[config.mk]
export PLATFORM = sky130hd
export DESIGN_NAME = median_result_actor
export DESIGN_NICKNAME = d
export VERILOG_FILES = /design/src/rtl/median_result_actor.sv
export SDC_FILE = /design/constraint.sdc
export NUM_CORES = 1
export LEC_CHECK = 0
export CORE_ASPECT_RATIO = 0.7
export CORE_MARGIN = 10
export CORE_UTILIZATION = 60
export CTS_BUF_LIST = sky130_fd_sc_hd__clkbuf_8
export DETAILED_ROUTE_END_ITERATION = 10
export PLACE_DENSITY = 0.87
export SYNTH_ARGS = -nofsm -noshare
export SYNTH_HDL_FRONTEND = slang
export SYNTH_SLANG_ARGS = --single-unit
[constraint.sdc]
create_clock -name clock -period 14.7 [get_ports clock]
set_input_delay 2.94 -clock clock [delete_from_list [all_inputs] [get_ports clock]]
set_output_delay 2.94 -clock clock [all_outputs]
set_load 0.02 [all_outputs]
[src/rtl/median_result_actor.sv]
// median_result_actor: terminal actor of the median-filter chain.
// Latches a window header, stores up to BUFF_SIZE pixels (excess pixels are
// consumed and dropped), then finds the rank-pos element by exhaustive rank
// counting and writes one median byte downstream.
// Optional feature: define MEDIAN_RESULT_AVG_EN to emit the rounded average of
// the selected element and the second-median token (even-length median).
module median_result_actor #(
  parameter logic [10:0] BUFF_SIZE     = 11'd16,
  parameter int          BUFF_SIZE_BIT = $clog2(BUFF_SIZE) + 1
) (
  input  logic                     clock,
  input  logic                     reset,
  input  logic [7:0]               in_px,
  output logic                     in_px_rd,
  input  logic                     in_px_empty,
  input  logic [7:0]               in_pivot,
  output logic                     in_pivot_rd,
  input  logic                     in_pivot_empty,
  input  logic [BUFF_SIZE_BIT-1:0] in_buff_size,
  output logic                     in_buff_size_rd,
  input  logic                     in_buff_size_empty,
  input  logic [BUFF_SIZE_BIT-1:0] in_median_pos,
  output logic                     in_median_pos_rd,
  input  logic                     in_median_pos_empty,
  input  logic [7:0]               in_second_median_value,
  output logic                     in_second_median_value_rd,
  input  logic                     in_second_median_value_empty,
  output logic [7:0]               out_median,
  output logic                     out_median_wr,
  input  logic                     out_median_full,
  output logic                     busy
);

  localparam int IDX_W = BUFF_SIZE_BIT - 1;
  localparam logic [BUFF_SIZE_BIT-1:0] CAP  = BUFF_SIZE[BUFF_SIZE_BIT-1:0];
  localparam logic [BUFF_SIZE_BIT-1:0] ZERO = '0;
  localparam logic [BUFF_SIZE_BIT-1:0] ONE  = {{(BUFF_SIZE_BIT-1){1'b0}}, 1'b1};

  typedef enum logic [2:0] {StIdle, StHdr, StFill, StScan, StEmit} state_e;

  state_e state_q, state_d;

  logic [BUFF_SIZE_BIT-1:0] size_q, total_q, pos_q, cons_q;
  logic [BUFF_SIZE_BIT-1:0] i_q, j_q, lt_q, le_q;
  logic [7:0]               result_q;
  logic [7:0]               mem [0:BUFF_SIZE-1];

  logic [BUFF_SIZE_BIT-1:0] hdr_size, hdr_pos, lt_nxt, le_nxt;
  logic [7:0]               mem_i, mem_j, hdr_result, scan_result;
  logic                     hdrs_ready, scan_last, hit;

`ifdef MEDIAN_RESULT_AVG_EN
  logic [7:0] second_q;

  // Rounded mean of two bytes using a 9-bit sum.
  function automatic logic [7:0] avg_round(input logic [7:0] a, input logic [7:0] b);
    logic [8:0] sum;
    sum = {1'b0, a} + {1'b0, b} + 9'd1;
    return sum[8:1];
  endfunction
`else
  // The second-median token is still popped in HDR but carries no meaning here.
  logic unused_second;
  assign unused_second = ^in_second_median_value;
`endif

  // Header decode and rank-count datapath.
  always_comb begin
    hdr_size  = (in_buff_size > CAP) ? CAP : in_buff_size;
    hdr_pos   = (in_median_pos > hdr_size - ONE) ? hdr_size - ONE : in_median_pos;
    mem_i     = mem[i_q[IDX_W-1:0]];
    mem_j     = mem[j_q[IDX_W-1:0]];
    lt_nxt    = lt_q + {{(BUFF_SIZE_BIT-1){1'b0}}, (mem_j < mem_i)};
    le_nxt    = le_q + {{(BUFF_SIZE_BIT-1){1'b0}}, (mem_j <= mem_i)};
    scan_last = (j_q == size_q - ONE);
    hit       = (lt_nxt <= pos_q) && (pos_q < le_nxt);
`ifdef MEDIAN_RESULT_AVG_EN
    hdr_result  = avg_round(in_pivot, in_second_median_value);
    scan_result = avg_round(mem_i, second_q);
`else
    hdr_result  = in_pivot;
    scan_result = mem_i;
`endif
  end

  assign hdrs_ready = ~in_pivot_empty & ~in_buff_size_empty & ~in_median_pos_empty &
                      ~in_second_median_value_empty;

  // State register.
  always_ff @(posedge clock or negedge reset) begin
    if (!reset) state_q <= StIdle;
    else        state_q <= state_d;
  end

  // Next-state and FIFO handshake outputs.
  always_comb begin
    state_d                   = state_q;
    in_px_rd                  = 1'b0;
    in_pivot_rd               = 1'b0;
    in_buff_size_rd           = 1'b0;
    in_median_pos_rd          = 1'b0;
    in_second_median_value_rd = 1'b0;
    out_median_wr             = 1'b0;
    unique case (state_q)
      StIdle: if (hdrs_ready) state_d = StHdr;
      StHdr: begin
        in_pivot_rd               = 1'b1;
        in_buff_size_rd           = 1'b1;
        in_median_pos_rd          = 1'b1;
        in_second_median_value_rd = 1'b1;
        state_d = (in_buff_size == ZERO) ? StEmit : StFill;
      end
      StFill: begin
        in_px_rd = ~in_px_empty;
        if (~in_px_empty && (cons_q + ONE == total_q)) state_d = StScan;
      end
      StScan: if (scan_last && hit) state_d = StEmit;
      StEmit: begin
        out_median_wr = ~out_median_full;
        if (~out_median_full) state_d = StIdle;
      end
      default: state_d = StIdle;
    endcase
  end

  // Header latches, fill/drop counter, scan counters and result register.
  always_ff @(posedge clock or negedge reset) begin
    if (!reset) begin
      size_q   <= '0;
      total_q  <= '0;
      pos_q    <= '0;
      cons_q   <= '0;
      i_q      <= '0;
      j_q      <= '0;
      lt_q     <= '0;
      le_q     <= '0;
      result_q <= '0;
`ifdef MEDIAN_RESULT_AVG_EN
      second_q <= '0;
`endif
    end else begin
      case (state_q)
        StHdr: begin
          size_q  <= hdr_size;
          total_q <= in_buff_size;
          pos_q   <= hdr_pos;
          cons_q  <= '0;
          i_q     <= '0;
          j_q     <= '0;
          lt_q    <= '0;
          le_q    <= '0;
`ifdef MEDIAN_RESULT_AVG_EN
          second_q <= in_second_median_value;
`endif
          if (in_buff_size == ZERO) result_q <= hdr_result;
        end
        StFill: if (~in_px_empty) cons_q <= cons_q + ONE;
        StScan: begin
          if (scan_last) begin
            // End of a candidate: either it owns rank pos or move to the next one.
            if (hit) result_q <= scan_result;
            else     i_q      <= i_q + ONE;
            j_q  <= '0;
            lt_q <= '0;
            le_q <= '0;
          end else begin
            j_q  <= j_q + ONE;
            lt_q <= lt_nxt;
            le_q <= le_nxt;
          end
        end
        default: ;
      endcase
    end
  end

  // Pixel store; only the first size pixels of a window are kept.
  always_ff @(posedge clock) begin
    if (state_q == StFill && ~in_px_empty && cons_q < size_q) begin
      mem[cons_q[IDX_W-1:0]] <= in_px;
    end
  end

  assign out_median = result_q;
  assign busy       = (state_q != StIdle);

endmodule

==> flow_summary.toml, run 1 <==
[global_route]
grt_pass1_wl_um = 34500
track_usage_pct = 21.3
grt_pass1_vias = 5988
grt_max_degree = 54
globalRoute.totalOverflow = 0
antenna_found_initial = 0

[critical_path]
path_cells = "clkdlybuf4s50_1, or4_1, inv_1, clkdlybuf4s50_1"
worst_path_most_repeated_cell = "clkdlybuf4s50_1"
endpoint_kind = "primary output"
slowest_stage = "clkdlybuf4s50_1"
worst_setup_path_start_kind = "primary input"
crit_required_ns = 11.76
path_max_fanout = 6
critical_path_class = "in2out"
cp_data_arrival_time_ns = 4.73
critical-path-max-stage-delay_ns = 0.64

[detailed_routing]
vias = 6037
ant_nets = 0
drtIter0Drc = 882
via_per_inst = 6.66
drc = 0
drt-total-wl_um = 22200
avgRoutedWirePerCell_um = 24.5
dr.pass1.iters = 5

[cts]
clock_latency_ns = 0.49
htree_levels = 4
cts_tree = "built"
post-cts-setup-buffers = 0
clk_pin_slew_worst_paths_ns = 0.09
root_buffer = "clkbuf_8"
ctsHoldBuffers = 0
cts_made_buffers = 17
clk_path_buf_depth = 2
cts_resized = 0
numClockSinks = 178

[min_path]
hold_class = "reg2reg"

[die]
die_area_mm2 = 0.0211
row_count = 38
ios = 57
die_h_um = 125
die_x_um = 169
initial_core_util_pct = 60.8
coreArea_mm2 = 0.0154

[timing]
rsz0062_at_grt = "false"
worst_pin_slew_ns = 1.21
final.period_utilization_pct = 52.2
finalSetupViolCount = 0
setup_tns_ns = 0
fmax_mhz = 130
max-slew-margin-rel_pct = 18.9
skew_ns = 0.0150
final_hold_viol_count = 0
drv_slew = 0
setup_ws_ns = 7.03
min_period_ns = 7.67

[final_layout]
n_antenna_cell = 0
nFillCells = 1044
final_nets = 773
drive_gt1_share_pct = 17.3
area_growth_pct = 10.2

[placed_design]
dpl.hpwl_um = 15300
port_buffers = 48
dp_slack_ns = 7.05
gp_congestion = 0.872

[yosys]
yosysTopAreaCellShare_pct = 41.0
syn_area_mm2 = 0.00937
async_flop_share_pct = 28.1
synth_flop_cell = "edfxtp_1"
synth_xor_area_share_pct = 1.78
ys_ff_latch = 178
synth_fa_ha_area_share_pct = 5.07
synth_nets = 742
synth_area_leaders = "edfxtp_1, mux4_2, dfrtp_1, ha_1, mux2i_1"
synth.area.mux_share_pct = 18.9
synth_compound_area_share_pct = 9.37
syn_inst = 662
syn_avg_cell_area_um2 = 14.2
synth-warning-count = 0
synth_edf_count = 128
synth-simple-area-share_pct = 7.08
ys_types = 55
synth_largest_area_cell = "edfxtp_1"
yosys-top-cells-count = "edfxtp_1, mux4_2, nand2_1"
synth-seq-area-share_pct = 54.4
yosysMostFrequentCell = "edfxtp_1"
synth_top_family_by_area = "multiplexers"

[status]
status = "finished, final reports clean"

[power]
max-vdd-ir-drop_mv = 0.0575
p_leak_nw = 4.00
p_per_area_mw_per_mm2 = 87.9

[run]
drv_cap = 0
## registers in the layout, indices dropped and copies added, names as in the netlist
name and flops:
state_q 3, lt_q 5, mem 128, i_q 4
cons_q 5, out_median 8, size_q 5, le_q 5
total_q 5, pos_q 5, j_q 5
## cell families (layout without fill, tap and decap cells)
kind of cell	count (synthesis)	count (layout)
compound gates	119	119
fa+ha+maj	38	38
flops	178	178
xor+xnor	19	19
buf+inv	67	111
simple gates	138	138
mux	103	103
## layer usage
metal	part of all wire [%]	wire [um]	vias up	track usage, %
met1	41	9060	3020	29.8
met3	10	2310	33	5.49
met2	47	10500	330	32.1
met4	1.6	350	0	6.53
li1	-	-	2654	-
met5	0	0	-	0
## worst max-delay path, delay by kind of cell
kind	cells	cell delay, ns
buffers and inverters	3	1.24
AND/OR/NAND/NOR	1	0.54
## cell usage in the layout, fill, tap and decap left out, types with 13 or more instances in the layout
| master | count |
|---|---|
| edfxtp_1 | 128 |
| a221oi_1 | 16 |
| o21ai_0 | 29 |
| dfrtp_1 | 48 |
| clkdlybuf4s50_1 | 47 |
| inv_1 | 24 |
| ha_1 | 38 |
| nand2_1 | 53 |
| mux2i_1 | 37 |
| a21oi_1 | 13 |
| mux4_2 | 56 |
| clkbuf_8 | 17 |
| nor2_1 | 24 |
## stage by stage
step	cells	total power [mW]	util (%)	cell area, um2	hold WS (ns)
finish	906	0.908	67.1	10300	0.514
global route	906	0.937	67.1	10300	0.541
CTS	906	0.910	67.1	10300	0.514
detailed placement	874	0.581	64.5	9940	0.490
global placement	874	0.579	64.5	9940	0.471
floorplan	662	0.561	-	9370	0.456
## final cells by class
class | instances | area [um2] | area share [%]
inverter | 25 | 93.8 | 0.908
multi-input combinational | 417 | 3980 | 38.5
sequential | 178 | 5100 | 49.3
timing repair buffer | 54 | 520 | 5.04
clock inverter | 15 | 159 | 1.54
tap | 200 | 250 | 2.42
clock buffer | 17 | 234 | 2.26
## final timing paths
path                             start             to  slack [ns]  cells past startpoint
max reg2reg                     i_q[2]  out_median[7]        8.41                     22
min                         total_q[1]     total_q[1]        0.51                      2
min reg2reg                 total_q[1]     total_q[1]        0.51                      2
max                        in_px_empty       in_px_rd        7.03                      4
min in group asynchronous        reset      cons_q[3]        2.55                      2
max in group asynchronous        reset         j_q[0]       11.65                      2
## power by group
| group | total (mW) | leakage (nW) | switching [mW] | internal (mW) |
|---|---|---|---|---|
| clock network | 0.338 | 0.199 | 0.196 | 0.142 |
| logic | 0.0306 | 2.07 | 0.0168 | 0.0138 |
| registers | 0.540 | 1.72 | 0.00115 | 0.539 |
| total | 0.908 | 4.00 | 0.214 | 0.694 |
Power figures use the tool's default switching activity.
==> inputs of run 2 (changes only) <==
==> constraint.sdc (replaced) <==
create_clock -name clock -period 7.22 [get_ports clock]
set_input_delay 1.444 -clock clock [delete_from_list [all_inputs] [get_ports clock]]
set_output_delay 1.444 -clock clock [all_outputs]
set_load 0.02 [all_outputs]
==> flow_summary.toml, run 2 (synthesized netlist as in run 1, its figures left out) <==
[status]
status = "finished, final reports clean"

[power]
pwr-share-clk_pct = 35.7
p_sw_mw = 0.404
p_int_mw = 1.40
p_per_area_mw_per_mm2 = 175
p_leak_nw = 3.99
p_sw_share_pct = 22.4
max-vdd-ir-drop_mv = 0.140
p_comb_share_pct = 3.4
p_seq_share_pct = 60.9

[detailed_routing]
dr.pass1.iters = 7
vias = 6033
drtIter0Drc = 715
via_per_inst = 6.64
drt-total-wl_um = 21900
drc = 0
avgRoutedWirePerCell_um = 24.1
ant_nets = 0

[final_layout]
final_nets = 777
n_antenna_cell = 0
final_common_cell = "edfxtp_1"
ff_latch_area_mm2 = 0.00510
drive_gt1_share_pct = 17.8
nFillCells = 1032
largest_reg_flops = 128
multi_input_area_mm2 = 0.00398
mostFrequentLayoutCells = "edfxtp_1, mux4_2, nand2_1"
area_growth_pct = 10.3

[critical_path]
critical_path_class = "reg2reg"
crit_required_ns = 7.58
endpoint_kind = "register"
worst_setup_path_start_kind = "register"
cp_num_buf_inv = 0
critical-path-max-stage-delay_ns = 0.75
cp_data_arrival_time_ns = 6.58
r2r_slack_ns = 1.0
worstReg2RegStart = "i_q[2]"
worst_path_most_repeated_cell = "ha_1"
slowest_stage = "dfrtp_1"
cp_top_family = "compound AO/OA/AOI/OAI gates"
path_max_fanout = 16
r2r_cells = 20
r2r-end = "out_median[0]"
path_cells = "and2_1, a221oi_1, o21a_1, a221oi_2, ha_1, nor2b_1, o21ai_0, nand2b_1, a21oi_1, o21a_1, ha_1, ha_1, xor2_1, ha_1, o21ai_0, a21oi_1, o31ai_1, nor4bb_1, o21a_1, mux2_4"

[die]
ios = 57
die_area_mm2 = 0.0211
die_h_um = 125
initial_core_util_pct = 60.8
row_count = 38
coreArea_mm2 = 0.0154
die_x_um = 169

[cts]
cts_made_buffers = 17
clk_path_buf_depth = 2
clock_latency_ns = 0.47
cts_tree = "built"
numClockSinks = 178
clk_pin_slew_worst_paths_ns = 0.09
cts_resized = 0
root_buffer = "clkbuf_8"
ctsHoldBuffers = 0
post-cts-setup-buffers = 0
htree_levels = 4

[global_route]
antenna_found_initial = 0
globalRoute.totalOverflow = 0
grt_max_degree = 51
track_usage_pct = 21.2
grt_pass1_wl_um = 34500
grt_pass1_vias = 6126

[timing]
fmax_mhz = 161
fin_hold_ws_ns = 0.508
skew_ns = 0.0143
rsz0062_at_grt = "false"
finalSetupViolCount = 0
max-slew-margin-rel_pct = 20.2
final.period_utilization_pct = 86.2
worst_pin_slew_ns = 1.19
setup_tns_ns = 0
drv_slew = 0
min_period_ns = 6.22
final_hold_viol_count = 0

[placed_design]
port_buffers = 48
dpl.hpwl_um = 15200
gp_congestion = 0.875

[min_path]
hp-start = "total_q[4]"
hold_class = "reg2reg"
whs_path_depth = 2
hold_path_end = "total_q[4]"

[run]
drv_cap = 0
-- run 2: power groups by stage --
stage / sequential, mW / combinational, mW / clock, mW
6_report: 1.10 / 0.0610 / 0.644
4_1_cts: 1.10 / 0.0610 / 0.645
2_1_floorplan: 1.12 / 0.0217 / 0
3_3_place_gp: 1.12 / 0.0568 / 0
3_5_place_dp: 1.12 / 0.0607 / 0
5_1_grt: 1.10 / 0.0674 / 0.695
-- run 2: area by class of cell --
cell class / count / area share [%]
Sequential cell: 178 / 49.3
Tap cell: 200 / 2.42
Multi-Input combinational cell: 417 / 38.5
Clock buffer: 17 / 2.26
Timing Repair Buffer: 58 / 5.33
Inverter: 25 / 0.908
Clock inverter: 14 / 1.27
-- run 2: metrics by stage --
stage | std cells | utilization [%] | total power, mW | setup slack [ns] | instance area, um2
after global routing | 909 | 67.1 | 1.86 | 0.639 | 10300
after floorplan | 662 | - | 1.14 | 2.34 | 9370
after CTS | 909 | 67.1 | 1.81 | 1.10 | 10300
final | 909 | 67.1 | 1.80 | 0.996 | 10300
after global placement | 878 | 64.7 | 1.18 | 1.29 | 9970
after detailed placement | 878 | 64.7 | 1.18 | 1.14 | 9970
-- run 2: how the worst max path moves through the flow --
stage	start	endpoint	slack (ns)	depth (start not counted)
after floorplan	j_q[0]	out_median[0]	2.34	21
after global routing	i_q[2]	out_median[1]	0.64	21
final	i_q[2]	out_median[0]	1.0	20
after detailed placement	j_q[0]	out_median[5]	1.14	19
after global placement	j_q[0]	out_median[5]	1.29	19
after CTS	j_q[0]	out_median[2]	1.10	18
-- run 2: worst reg2reg max path, delay by kind of cell (launching register included) --
kind / cells / cell delay (ns)
simple gates: 4 / 1.33
fa+ha+maj: 4 / 1.02
compound gates: 10 / 2.38
mux: 1 / 0.35
xor+xnor: 1 / 0.29
flops: 1 / 0.75
-- run 2: routing by layer --
layer | share of wire, % | up-vias | wire length (um) | GRT usage (%)
met2 | 49 | 296 | 10700 | 32.5
met5 | 0 | - | 0 | 0
met1 | 40 | 3035 | 8750 | 28.7
met4 | 1.7 | 0 | 364 | 6.63
li1 | - | 2667 | - | -
met3 | 9.7 | 35 | 2120 | 6.08
